File: config.mk
export PLATFORM = sky130hd
export DESIGN_NAME = seq_detect_fsm
export DESIGN_NICKNAME = d
export VERILOG_FILES = /design/src/rtl/seq_detect_pkg.sv /design/src/rtl/seq_detect_next.sv /design/src/rtl/seq_detect_fsm.sv
export SDC_FILE = /design/constraint.sdc
export NUM_CORES = 1
export LEC_CHECK = 0
export ABC_CLOCK_PERIOD_IN_PS = 2870
export BUFFER_PORTS_ARGS = -buffer_cell sky130_fd_sc_hd__buf_2
export CORE_ASPECT_RATIO = 1.2
export CORE_MARGIN = 5
export CORE_UTILIZATION = 50
export CTS_CLUSTER_DIAMETER = 50
export DETAILED_ROUTE_END_ITERATION = 6
export MAX_ROUTING_LAYER = met4
export PLACE_DENSITY = 0.86
export SYNTH_ARGS = -nofsm -noshare
export SYNTH_HDL_FRONTEND = slang
export SYNTH_HIERARCHICAL = 1
export SYNTH_SLANG_ARGS = --single-unit
File: constraint.sdc
create_clock -name clk_i -period 2.87 [get_ports clk_i]
set_input_delay 0.287 -clock clk_i [delete_from_list [all_inputs] [get_ports clk_i]]
set_output_delay 0.287 -clock clk_i [all_outputs]
set_load 0.05 [all_outputs]
File: src/rtl/seq_detect_pkg.sv
// ---------------------------------------------------------------------------
// seq_detect_pkg
// Shared types and helpers for the multi-sequence recogniser.
//   state_e     : FSM state encoding, also exported on state_o
//   err_cause_e : reason for the most recent error, exported on err_cause_o
//   clog2_min1  : $clog2 that never returns 0, so that every derived vector
//                 is at least one bit wide even for degenerate parameters
// ---------------------------------------------------------------------------
package seq_detect_pkg;

    typedef enum logic [1:0] {
        IDLE  = 2'd0,
        TRACK = 2'd1,
        ERROR = 2'd2
    } state_e;

    typedef enum logic [1:0] {
        NONE     = 2'd0,
        MISMATCH = 2'd1,
        TIMEOUT  = 2'd2
    } err_cause_e;

    function automatic int clog2_min1(input int n);
        return (n <= 2) ? 1 : $clog2(n);
    endfunction

endpackage

File: src/rtl/seq_detect_next.sv
// ---------------------------------------------------------------------------
// seq_detect_next
// Purely combinational next-state logic for seq_detect_fsm: header search,
// step comparison, inactivity timeout and ERROR hold sequencing.
// Ports:
//   state_q/seq_id_q/step_q/idle_q/hold_q : current register values
//   data_i, acc_i                          : current symbol and accept strobe
//   state_d/seq_id_d/step_d/idle_d/hold_d : next register values
//   match_d                                : last symbol of a sequence accepted
//   error_d, cause_d                       : entering ERROR and the reason
// ---------------------------------------------------------------------------
module seq_detect_next
    import seq_detect_pkg::*;
#(
    parameter int IO_SIZE_G  = 3,
    parameter int NUM_SEQ_G  = 2,
    parameter int SEQ_LEN_G  = 3,
    parameter logic [NUM_SEQ_G-1:0][SEQ_LEN_G-1:0][IO_SIZE_G-1:0] SEQ_TABLE_G =
        {3'd6, 3'd5, 3'd4, 3'd3, 3'd2, 3'd1},
    parameter int TIMEOUT_G  = 16,
    parameter int ERR_HOLD_G = 2
) (
    input  state_e                                     state_q,
    input  logic [clog2_min1(NUM_SEQ_G)-1:0]           seq_id_q,
    input  logic [clog2_min1(SEQ_LEN_G)-1:0]           step_q,
    input  logic [clog2_min1(TIMEOUT_G+1)-1:0]         idle_q,
    input  logic [clog2_min1(ERR_HOLD_G)-1:0]          hold_q,
    input  logic [IO_SIZE_G-1:0]                       data_i,
    input  logic                                       acc_i,
    output state_e                                     state_d,
    output logic [clog2_min1(NUM_SEQ_G)-1:0]           seq_id_d,
    output logic [clog2_min1(SEQ_LEN_G)-1:0]           step_d,
    output logic [clog2_min1(TIMEOUT_G+1)-1:0]         idle_d,
    output logic [clog2_min1(ERR_HOLD_G)-1:0]          hold_d,
    output logic                                       match_d,
    output logic                                       error_d,
    output err_cause_e                                 cause_d
);

    localparam int ID_W   = clog2_min1(NUM_SEQ_G);
    localparam int STEP_W = clog2_min1(SEQ_LEN_G);
    localparam int IDLE_W = clog2_min1(TIMEOUT_G + 1);
    localparam int HOLD_W = clog2_min1(ERR_HOLD_G);

    logic              hdr_hit;
    logic [ID_W-1:0]   hdr_idx;
    logic [IO_SIZE_G-1:0] exp_sym;

    // Header search runs from the top index down so the lowest matching
    // sequence is the one left in hdr_idx.
    always_comb begin
        hdr_hit = 1'b0;
        hdr_idx = '0;
        for (int k = NUM_SEQ_G - 1; k >= 0; k--) begin
            if (data_i == SEQ_TABLE_G[k][0]) begin
                hdr_hit = 1'b1;
                hdr_idx = ID_W'(k);
            end
        end
    end

    assign exp_sym = SEQ_TABLE_G[seq_id_q][step_q];

    // seq_id/step are forced to zero whenever the FSM is not tracking, so
    // the exported values need no extra masking in the top level.
    always_comb begin
        state_d  = state_q;
        seq_id_d = seq_id_q;
        step_d   = step_q;
        idle_d   = '0;
        hold_d   = '0;
        match_d  = 1'b0;
        error_d  = 1'b0;
        cause_d  = NONE;

        case (state_q)
            IDLE: begin
                seq_id_d = '0;
                step_d   = '0;
                if (acc_i && hdr_hit) begin
                    state_d  = TRACK;
                    seq_id_d = hdr_idx;
                    step_d   = STEP_W'(1);
                end
            end

            TRACK: begin
                if (acc_i) begin
                    if (data_i == exp_sym) begin
                        if (step_q == STEP_W'(SEQ_LEN_G - 1)) begin
                            state_d  = IDLE;
                            match_d  = 1'b1;
                            seq_id_d = '0;
                            step_d   = '0;
                        end else begin
                            step_d = step_q + STEP_W'(1);
                        end
                    end else begin
                        state_d  = ERROR;
                        error_d  = 1'b1;
                        cause_d  = MISMATCH;
                        seq_id_d = '0;
                        step_d   = '0;
                    end
                end else if (TIMEOUT_G != 0) begin
                    // Fire on the idle cycle that would bring the count to TIMEOUT_G.
                    if (idle_q == IDLE_W'(TIMEOUT_G - 1)) begin
                        state_d  = ERROR;
                        error_d  = 1'b1;
                        cause_d  = TIMEOUT;
                        seq_id_d = '0;
                        step_d   = '0;
                    end else begin
                        idle_d = idle_q + IDLE_W'(1);
                    end
                end
            end

            ERROR: begin
                seq_id_d = '0;
                step_d   = '0;
                if (hold_q == HOLD_W'(ERR_HOLD_G - 1)) begin
                    state_d = IDLE;
                end else begin
                    hold_d = hold_q + HOLD_W'(1);
                end
            end

            default: begin
                // Unused encoding: recover through ERROR like a mismatch.
                state_d  = ERROR;
                error_d  = 1'b1;
                cause_d  = MISMATCH;
                seq_id_d = '0;
                step_d   = '0;
            end
        endcase
    end

endmodule

File: src/rtl/seq_detect_fsm.sv
// ---------------------------------------------------------------------------
// seq_detect_fsm
// Multi-sequence recogniser with valid/ready input, inactivity timeout,
// timed ERROR hold and saturating match/error counters. One instance is one
// replica of a TMR-voted group.
// Ports:
//   clk_i, rst_n_i   : clock, asynchronous active-low reset
//   clear_i          : synchronous clear of both counters (wins over increment)
//   data_i, valid_i  : input symbol and its valid strobe
//   ready_o          : low only while in ERROR
//   state_o          : current state_e
//   seq_id_o, step_o : tracked sequence and next expected index (0 outside TRACK)
//   match_o, match_id_o : one-cycle completion pulse and sequence id
//   error_o          : one-cycle pulse on entry to ERROR
//   err_cause_o      : cause of the last error, held
//   match_cnt_o, err_cnt_o : saturating event counters
// ---------------------------------------------------------------------------
module seq_detect_fsm
    import seq_detect_pkg::*;
#(
    parameter int IO_SIZE_G  = 3,
    parameter int NUM_SEQ_G  = 2,
    parameter int SEQ_LEN_G  = 3,
    parameter logic [NUM_SEQ_G-1:0][SEQ_LEN_G-1:0][IO_SIZE_G-1:0] SEQ_TABLE_G =
        {3'd6, 3'd5, 3'd4, 3'd3, 3'd2, 3'd1},
    parameter int TIMEOUT_G  = 16,
    parameter int ERR_HOLD_G = 2,
    parameter int CNT_W_G    = 16
) (
    input  logic                              clk_i,
    input  logic                              rst_n_i,
    input  logic                              clear_i,
    input  logic [IO_SIZE_G-1:0]              data_i,
    input  logic                              valid_i,
    output logic                              ready_o,
    output logic [1:0]                        state_o,
    output logic [clog2_min1(NUM_SEQ_G)-1:0]  seq_id_o,
    output logic [clog2_min1(SEQ_LEN_G)-1:0]  step_o,
    output logic                              match_o,
    output logic [clog2_min1(NUM_SEQ_G)-1:0]  match_id_o,
    output logic                              error_o,
    output logic [1:0]                        err_cause_o,
    output logic [CNT_W_G-1:0]                match_cnt_o,
    output logic [CNT_W_G-1:0]                err_cnt_o
);

    localparam int ID_W   = clog2_min1(NUM_SEQ_G);
    localparam int STEP_W = clog2_min1(SEQ_LEN_G);
    localparam int IDLE_W = clog2_min1(TIMEOUT_G + 1);
    localparam int HOLD_W = clog2_min1(ERR_HOLD_G);

    state_e             state_q,    state_d;
    logic [ID_W-1:0]    seq_id_q,   seq_id_d;
    logic [STEP_W-1:0]  step_q,     step_d;
    logic [IDLE_W-1:0]  idle_q,     idle_d;
    logic [HOLD_W-1:0]  hold_q,     hold_d;
    logic               match_q,    match_d;
    logic [ID_W-1:0]    match_id_q, match_id_d;
    logic               error_q,    error_d;
    err_cause_e         err_cause_q, err_cause_d;
    err_cause_e         cause_d;
    logic [CNT_W_G-1:0] match_cnt_q, match_cnt_d;
    logic [CNT_W_G-1:0] err_cnt_q,   err_cnt_d;
    logic               acc;

    // ready is decoded straight from the state flop so it is high in reset.
    assign ready_o = (state_q != ERROR);
    assign acc     = valid_i & ready_o;

    seq_detect_next #(
        .IO_SIZE_G   (IO_SIZE_G),
        .NUM_SEQ_G   (NUM_SEQ_G),
        .SEQ_LEN_G   (SEQ_LEN_G),
        .SEQ_TABLE_G (SEQ_TABLE_G),
        .TIMEOUT_G   (TIMEOUT_G),
        .ERR_HOLD_G  (ERR_HOLD_G)
    ) u_next (
        .state_q  (state_q),
        .seq_id_q (seq_id_q),
        .step_q   (step_q),
        .idle_q   (idle_q),
        .hold_q   (hold_q),
        .data_i   (data_i),
        .acc_i    (acc),
        .state_d  (state_d),
        .seq_id_d (seq_id_d),
        .step_d   (step_d),
        .idle_d   (idle_d),
        .hold_d   (hold_d),
        .match_d  (match_d),
        .error_d  (error_d),
        .cause_d  (cause_d)
    );

    // Output side-band and saturating counters; clear beats a same-cycle event.
    always_comb begin
        match_id_d  = '0;
        err_cause_d = err_cause_q;
        match_cnt_d = match_cnt_q;
        err_cnt_d   = err_cnt_q;
        if (match_d) begin
            match_id_d = seq_id_q;
        end
        if (error_d) begin
            err_cause_d = cause_d;
        end
        if (clear_i) begin
            match_cnt_d = '0;
            err_cnt_d   = '0;
        end else begin
            if (match_d && (match_cnt_q != '1)) begin
                match_cnt_d = match_cnt_q + CNT_W_G'(1);
            end
            if (error_d && (err_cnt_q != '1)) begin
                err_cnt_d = err_cnt_q + CNT_W_G'(1);
            end
        end
    end

    always_ff @(posedge clk_i or negedge rst_n_i) begin
        if (!rst_n_i) begin
            state_q     <= IDLE;
            seq_id_q    <= '0;
            step_q      <= '0;
            idle_q      <= '0;
            hold_q      <= '0;
            match_q     <= 1'b0;
            match_id_q  <= '0;
            error_q     <= 1'b0;
            err_cause_q <= NONE;
            match_cnt_q <= '0;
            err_cnt_q   <= '0;
        end else begin
            state_q     <= state_d;
            seq_id_q    <= seq_id_d;
            step_q      <= step_d;
            idle_q      <= idle_d;
            hold_q      <= hold_d;
            match_q     <= match_d;
            match_id_q  <= match_id_d;
            error_q     <= error_d;
            err_cause_q <= err_cause_d;
            match_cnt_q <= match_cnt_d;
            err_cnt_q   <= err_cnt_d;
        end
    end

    assign state_o     = state_q;
    assign seq_id_o    = seq_id_q;
    assign step_o      = step_q;
    assign match_o     = match_q;
    assign match_id_o  = match_id_q;
    assign error_o     = error_q;
    assign err_cause_o = err_cause_q;
    assign match_cnt_o = match_cnt_q;
    assign err_cnt_o   = err_cnt_q;

endmodule

== After elaboration in Yosys (flattened, before gate mapping) ==
Index checks and enable logic that the tools add are counted.
W data, S select, Z words.

* Bits of input ports: 7
* Output and inout bits: 43
* Bits in registers: 48

* $lt $le $gt $ge: 2
* Equal/unequal tests: 14
* Muxes and demuxes: 48
* Bitwise operators: 1
* Add/sub/neg operators: 5
* Reduce and logical (&&, ||, !) cells: 9

{| class="wikitable"
|+ Operators with widths
! kind !! count
|-
| $mux W16 || 4
|-
| $add A16 B1 Y16 const B || 2
|-
| $ne A16 B16 Y1 const B || 2
|-
| $mux W2 || 12
|-
| $mux W1 || 20
|-
| $mux W9 || 2
|-
| $mux W5 || 3
|-
| $pmux W2 S2 || 2
|-
| $bmux W3 S2 || 1
|-
| $pmux W2 S3 || 1
|-
| $add A5 B1 Y5 const B || 1
|-
| $eq A5 B4 Y1 const B || 1
|-
| $eq A2 B2 Y1 const B || 2
|-
| $ne A2 B2 Y1 const B || 2
|-
| $ne A4 B4 Y1 const B || 1
|-
| $pmux W1 S2 || 2
|-
| $reduce_and A4 Y1 || 1
|-
| $reduce_bool A2 Y1 || 2
|-
| $eq A3 B1 Y1 const B || 1
|-
| $eq A3 B3 Y1 || 1
|-
| $eq A3 B3 Y1 const B || 1
|-
| $logic_and A1 B1 Y1 || 3
|-
| $lt A2 B3 Y1 const B || 1
|-
| $mux W3 || 1
|-
| other kinds (10) || 10
|}

== Depth between registers and ports, before layout ==
* Depth after elaboration: 11
* Mapped depth: 12
* Mapped depth without buffers: 11

== Cells and area by module ==
The synthesis kept the hierarchy.

{| class="wikitable"
|+ Modules (own cells, without submodules)
! module !! instances !! cells an instance !! seq. area each (µm²) !! area each (µm²)
|-
| seq_detect_fsm || 1 || 210 || 1201.2 || 2223.4
|-
| seq_detect_next || 1 || 64 || 0.0 || 442.9
|}

== Least setup slack after synthesis ==
Ideal clock, no wire load.

* Kind: reg-to-reg
* From: register step_q[0], in the netlist step_o[0]
* To: register match_cnt_q[15], in the netlist match_cnt_o[15]
* Path slack: -0.723 ns
* Arrival: 3.465 ns
* Path buffers: 1
* Required time: 2.742 ns
* Setup time: 0.128 ns
* Cell stages (with the launch flop): 12
* Cell sequence: dfrtp_1 > inv_1 > ha_1 > and2_2 > or3_1 > a221oi_2 > and4_2 > nand4_2 > or3_1 > buf_2 > nor4_1 > mux2_1

* Word-level cells in the longest chain between the ends: 8
* Elaborated cells on any way between the ends: 10

{| class="wikitable"
|+ RTL lines
! item !! RTL line !! text
|-
| from (decl) || seq_detect_fsm.sv:54 || <nowiki>logic [STEP_W-1:0] step_q, step_d;</nowiki>
|-
| from (signal assigned) || seq_detect_fsm.sv:136 || <nowiki>step_q <= step_d;</nowiki>
|-
| $bmux W3 S2 || seq_detect_next.sv:62 || <nowiki>assign exp_sym = SEQ_TABLE_G[seq_id_q][step_q];</nowiki>
|-
| $mux W3 (implied by the code) || seq_detect_next.sv:62 ||
|-
| $eq A3 B3 Y1 || seq_detect_next.sv:89 || <nowiki>if (data_i == exp_sym) begin</nowiki>
|-
| $mux W1 (*) || seq_detect_next.sv:89 ||
|-
| $mux W1 (*) || seq_detect_next.sv:88 || <nowiki>if (acc_i) begin</nowiki>
|-
| $mux W1 (*) || seq_detect_next.sv:76 || <nowiki>case (state_q)</nowiki>
|-
| named net match_d || seq_detect_fsm.sv:57 || <nowiki>logic match_q, match_d;</nowiki>
|-
| $logic_and A1 B1 Y1 (*) || seq_detect_fsm.sv:111 || <nowiki>if (match_d && (match_cnt_q != '1)) begin</nowiki>
|-
| $reduce_bool A2 Y1 (no line) (*) || n/a ||
|-
| to (signal assigned) || seq_detect_fsm.sv:143 || <nowiki>match_cnt_q <= match_cnt_d;</nowiki>
|-
| to (decl) || seq_detect_fsm.sv:62 || <nowiki>logic [CNT_W_G-1:0] match_cnt_q, match_cnt_d;</nowiki>
|}

The timed path passes the listed nets; every way through them passes the cells marked *. The select of a mux whose other input is x is not followed.
A chain may end at the register's enable or synchronous reset.

== Final worst setup path ==
* From: register seq_id_q, in the netlist seq_id_o
* To: register match_cnt_q[13], in the netlist match_cnt_o[13]

* Word-level cells in the longest chain between the ends: 10

{| class="wikitable"
|+ RTL lines
! item !! RTL line !! text
|-
| from (decl) || seq_detect_fsm.sv:53 || <nowiki>logic [ID_W-1:0] seq_id_q, seq_id_d;</nowiki>
|-
| from (signal assigned) || seq_detect_fsm.sv:135 || <nowiki>seq_id_q <= seq_id_d;</nowiki>
|-
| $mux W9 (implied by the code) (2 in series) || seq_detect_next.sv:62 ||
|-
| $bmux W3 S2 || seq_detect_next.sv:62 ||
|-
| $mux W3 (implied by the code) || seq_detect_next.sv:62 ||
|-
| $eq A3 B3 Y1 || seq_detect_next.sv:89 ||
|-
| $mux W1 || seq_detect_next.sv:89 ||
|-
| $mux W1 || seq_detect_next.sv:88 ||
|-
| $mux W1 || seq_detect_next.sv:76 ||
|-
| named net match_d || seq_detect_fsm.sv:57 ||
|-
| $logic_and A1 B1 Y1 || seq_detect_fsm.sv:111 ||
|-
| $reduce_bool A2 Y1 (no line) || n/a ||
|}

The timed path passes the listed nets, and every way through them passes these cells. The select of a mux whose other input is x is not followed.

==> summary.md <==
| Metric | Value |
|---|---|
| WL final | `between 6000 and 7000 um` |
| Status | `complete, but fails checks` |
| CP startpoint kind | `flip-flop` |
| RSZ-0062 raised after global routing | `true` |
| Power, Total | `roughly 1.6 mW` |
| Worst Setup End Kind | `flip-flop` |
| Crit-path slowest cell | `or4_1` |
| CTS buffer count | `5` |
| Hold Vio Cnt, Final | `4` |
| Asr flop ratio synth | `1.000` |
| Pwr Density | `473.9 nW/um^2` |
| Cell internal pwr | `roughly 1.0 mW` |
| Reg2Reg Depth | `10` |
| Initial Utilization | `0.5103` |
| Pre-antenna DRT Iters | `4` |
| Worst slew margin | `0.5788` |
| Worst EP required | `a little over 3 ns` |
| Via Count | `2467` |
| CTS Buffer Depth | `2` |
| Design Area, Final | `3291 sq um` |
| Area leader, netlist | `dfrtp_1` |
| Via density per instance | `slightly above 6` |
| Post-Syn Area per Cell | `a little under 10 sq um` |
| Cells after DPL | `between 300 and 400` |
| Worst-path clk slew | `0.09 ns` |
| Ys Warns | `6` |
| Chip width | `between 70 and 80 um` |
| Share of the synthesized area in the top cell type | `0.4505` |
| Die Span Y | `approximately 90 um` |
| Worst slew pin tran | `~0.63 ns` |
| Clock sink count | `48` |
| Layout Cells excl Fill | `slightly above 400` |
| Max-slew violation count | `0` |
| FF-to-FF End | `match_cnt_o[13]` |
| VDD IR max | `between 0.4 and 0.5 mV` |
| Largest net degree at the start of global routing | `36` |
| Worst Skew | `roughly 0.0028 ns` |
| Complex-gate fraction of the synthesized area | `0.1577` |
| Setup_tns | `0 ns` |
| Cell Area, Placed | `approximately 3100 sq um` |
| WS Path Type | `flip-flop to flip-flop` |
| Main combinational cell family by area after synthesis | `simple AND/OR/NAND/NOR gates` |
| Violated checks | `hold timing` |
| Iter 0 DRT Violations | `between 70 and 80` |
| Post-synth EDFFs | `0` |
| Max Cap Violations | `0` |
| Worst setup startpoint | `seq_id_o` |
| Crit path cell chain | `inv_2 > ha_2 > and2b_4 > or3_4 > a221oi_4 > and4_4 > nand4_4 > or3_4 > or4_1 > a21oi_1` |
| CP endpoint | `match_cnt_o[13]` |
| Ys flop type | `dfrtp_1` |
| Hold Worst Slack | `-0.002969 ns` |
| Layout Nets | `353` |
| Syn nets | `between 200 and 300` |
| Clock Power Share | `0.254` |
| Mux share of post-synthesis cell area | `0.02863` |
| Area grow syn2layout | `23.42%` |
| Top cells by count, synth | `48 x dfrtp_1, 20 x nand2_1, 20 x nor2_1` |
| Row count | `29` |
| Crit-path most repeated cell | `or3_4` |
| Routed WL per cell | `between 15 and 20 um` |
| CTS hold repair buffers | `0` |
| Switching share of power | `0.3462` |
| Fin util | `0.6298` |
| Final setup violating endpoints | `0` |
| Tcrit/Tclk final | `0.9959` |
| Tmin final | `approximately 2.9 ns` |
| LEAKAGE | `1.491 nW` |
| Vias in the first global route | `approximately 2.4k` |
| Synth top area cells | `dfrtp_1 45%, a21oi_1 3.2%, ha_1 2.8%, nand2_1 2.8%, nor2_1 2.8%` |
| Worst min path class | `input pin to async pin` |
| Core Area | `approximately 5200 sq um` |
| Synth cell types | `between 50 and 60` |
| Reg2reg setup slack | `approximately 0.012 ns` |
| Delay-heaviest family, CP | `simple AND/OR/NAND/NOR gates` |
| Final HPWL DP | `roughly 4700 um` |
| Initial antenna violation count | `0` |
| Share of cells above drive strength 1 | `0.3372` |
| Final Wtd Congestion | `just under 0.9` |
| Adder-Cell Fraction of Synth Area | `0.02816` |
| Clk root buf | `clkbuf_8` |
| WP buf/inv | `1` |
| Synth Register Bits | `between 40 and 50` |
| Cells after synthesis | `~270` |
| Crit path depth | `10` |
| CTS tree | `yes` |
| Die area | `~6900 sq um` |
| Post-Synth Simple-Gate Area | `0.2675` |
| Residual DRC count | `0` |
| Synthesized cell area | `between 2000 and 3000 sq um` |
| Sequential Power Share | `0.480` |
| FMAX | `approximately 350 MHz` |
| Worst-path fanout max | `7` |
| Number of port buffers | `between 40 and 50` |
| Final ANT Viol Nets | `0` |
| Number of H-tree levels | `2` |
| CP peak stage delay | `0.48 ns` |
| GRT Total Usage | `0.1945` |
| Xor/xnor share of the synthesized area | `0.02628` |
| Worst-skew pair later-pin latency | `0.30 ns` |
| Filler cells | `424` |
| Ports | `50` |
| Logic pwr share | `0.266` |
| Most frequent cell after synthesis | `dfrtp_1` |
| First-pass GRT wire length | `11020 um` |
| Antenna cells | `0` |
| Data arrival, critical path | `3.09 ns` |
| Worst reg2reg startpoint | `seq_id_o` |
| Sequential share of the synthesized area | `0.4505` |
| Switching power | `539.9 uW` |
| Total gr overflow | `0` |
through the flow:
step                hold WS (ns)  setup slack [ns]
floorplan              -0.008591           -0.3031
global placement          0.3444           0.05358
detailed placement        0.3511          -0.04113
CTS                      0.01567         0.0004283
global route             0.05400          -0.07725
finish                 -0.002969           0.01167
power by group through the flow:
| stage | Clock (mW) | Combinational (mW) | Sequential [mW] |
|---|---|---|---|
| 3_3_place_gp | 0 | 0.396 | 0.759 |
| 2_1_floorplan | 0 | 0.187 | 0.855 |
| 6_report | 0.396 | 0.415 | 0.749 |
| 4_1_cts | 0.405 | 0.411 | 0.748 |
| 3_5_place_dp | 0 | 0.409 | 0.760 |
| 5_1_grt | 0.437 | 0.446 | 0.754 |
state kept, by name, indices dropped and copies added (netlist names):
| signal | flops |
|---|---|
| err_cnt_o | 16 |
| match_cnt_o | 16 |
| idle_q | 5 |
| err_cause_o | 2 |
| state_o | 2 |
| step_o | 2 |
| error_o | 1 |
| hold_q | 1 |
| match_id_o | 1 |
| match_o | 1 |
| seq_id_o | 1 |
repair_timing:
action,CTS,global route
setup buffers,1,0
setup endpoints to repair,7,13
gates resized for setup,3,16
pin swaps,1,3
per-layer routing:
| metal | share of wire | global-route usage |
|---|---|---|
| met3 | 0.043 | 0.04100 |
| met4 | 0.018 | 0.07434 |
| met5 | 0 | - |
| met1 | 0.42 | 0.2252 |
| met2 | 0.52 | 0.3279 |
kinds of logic (layout without fill, tap and decap cells):
family	count (synthesis)	count (layout)
buf+inv	21	88
xor+xnor	8	8
mux	7	7
compound gates	62	62
simple gates	122	122
flops	48	48
fa+ha+maj	6	6
cell type report:
| cell class | instances | area (sq um) | share of cell area |
|---|---|---|---|
| clock buffer | 7 | 76.32 | 0.02319 |
| clock inverter | 1 | 5.005 | 0.001521 |
| sequential | 48 | 1206 | 0.3665 |
| timing repair buffer | 70 | 402.9 | 0.1224 |
| inverter | 10 | 37.54 | 0.01141 |
| multi-input combinational | 205 | 1485 | 0.4513 |
| tap | 62 | 77.57 | 0.02357 |
how the worst min path moves through the flow:
| stage | end | startpoint |
|---|---|---|
| final | err_cnt_o[13] | rst_n_i |
| after global placement | err_cnt_o[13] | rst_n_i |
| after global routing | err_cnt_o[10] | rst_n_i |
| after CTS | err_cnt_o[10] | rst_n_i |
| after detailed placement | err_cnt_o[8] | rst_n_i |
| after floorplan | err_cause_o[0] | rst_n_i |
placed cells by master, fill, tap and decap left out, drive strengths merged, types with 3 or more instances in the layout:
| cell | count |
|---|---|
| nand3 | 10 |
| o31ai | 9 |
| o311ai | 3 |
| or3 | 9 |
| xor2 | 3 |
| a21oi | 17 |
| mux2 | 5 |
| clkbuf | 7 |
| o41ai | 3 |
| nand2 | 21 |
| and4 | 8 |
| or4 | 9 |
| dfrtp | 48 |
| xnor2 | 5 |
| o21ai | 12 |
| a31oi | 3 |
| a211oi | 3 |
| ha | 6 |
| buf | 70 |
| nor2b | 7 |
| and2 | 3 |
| nor2 | 20 |
| nor4 | 3 |
| and3 | 3 |
| nand4 | 9 |
| nor3 | 9 |
| inv | 10 |
(Power assumes the default switching activity.)
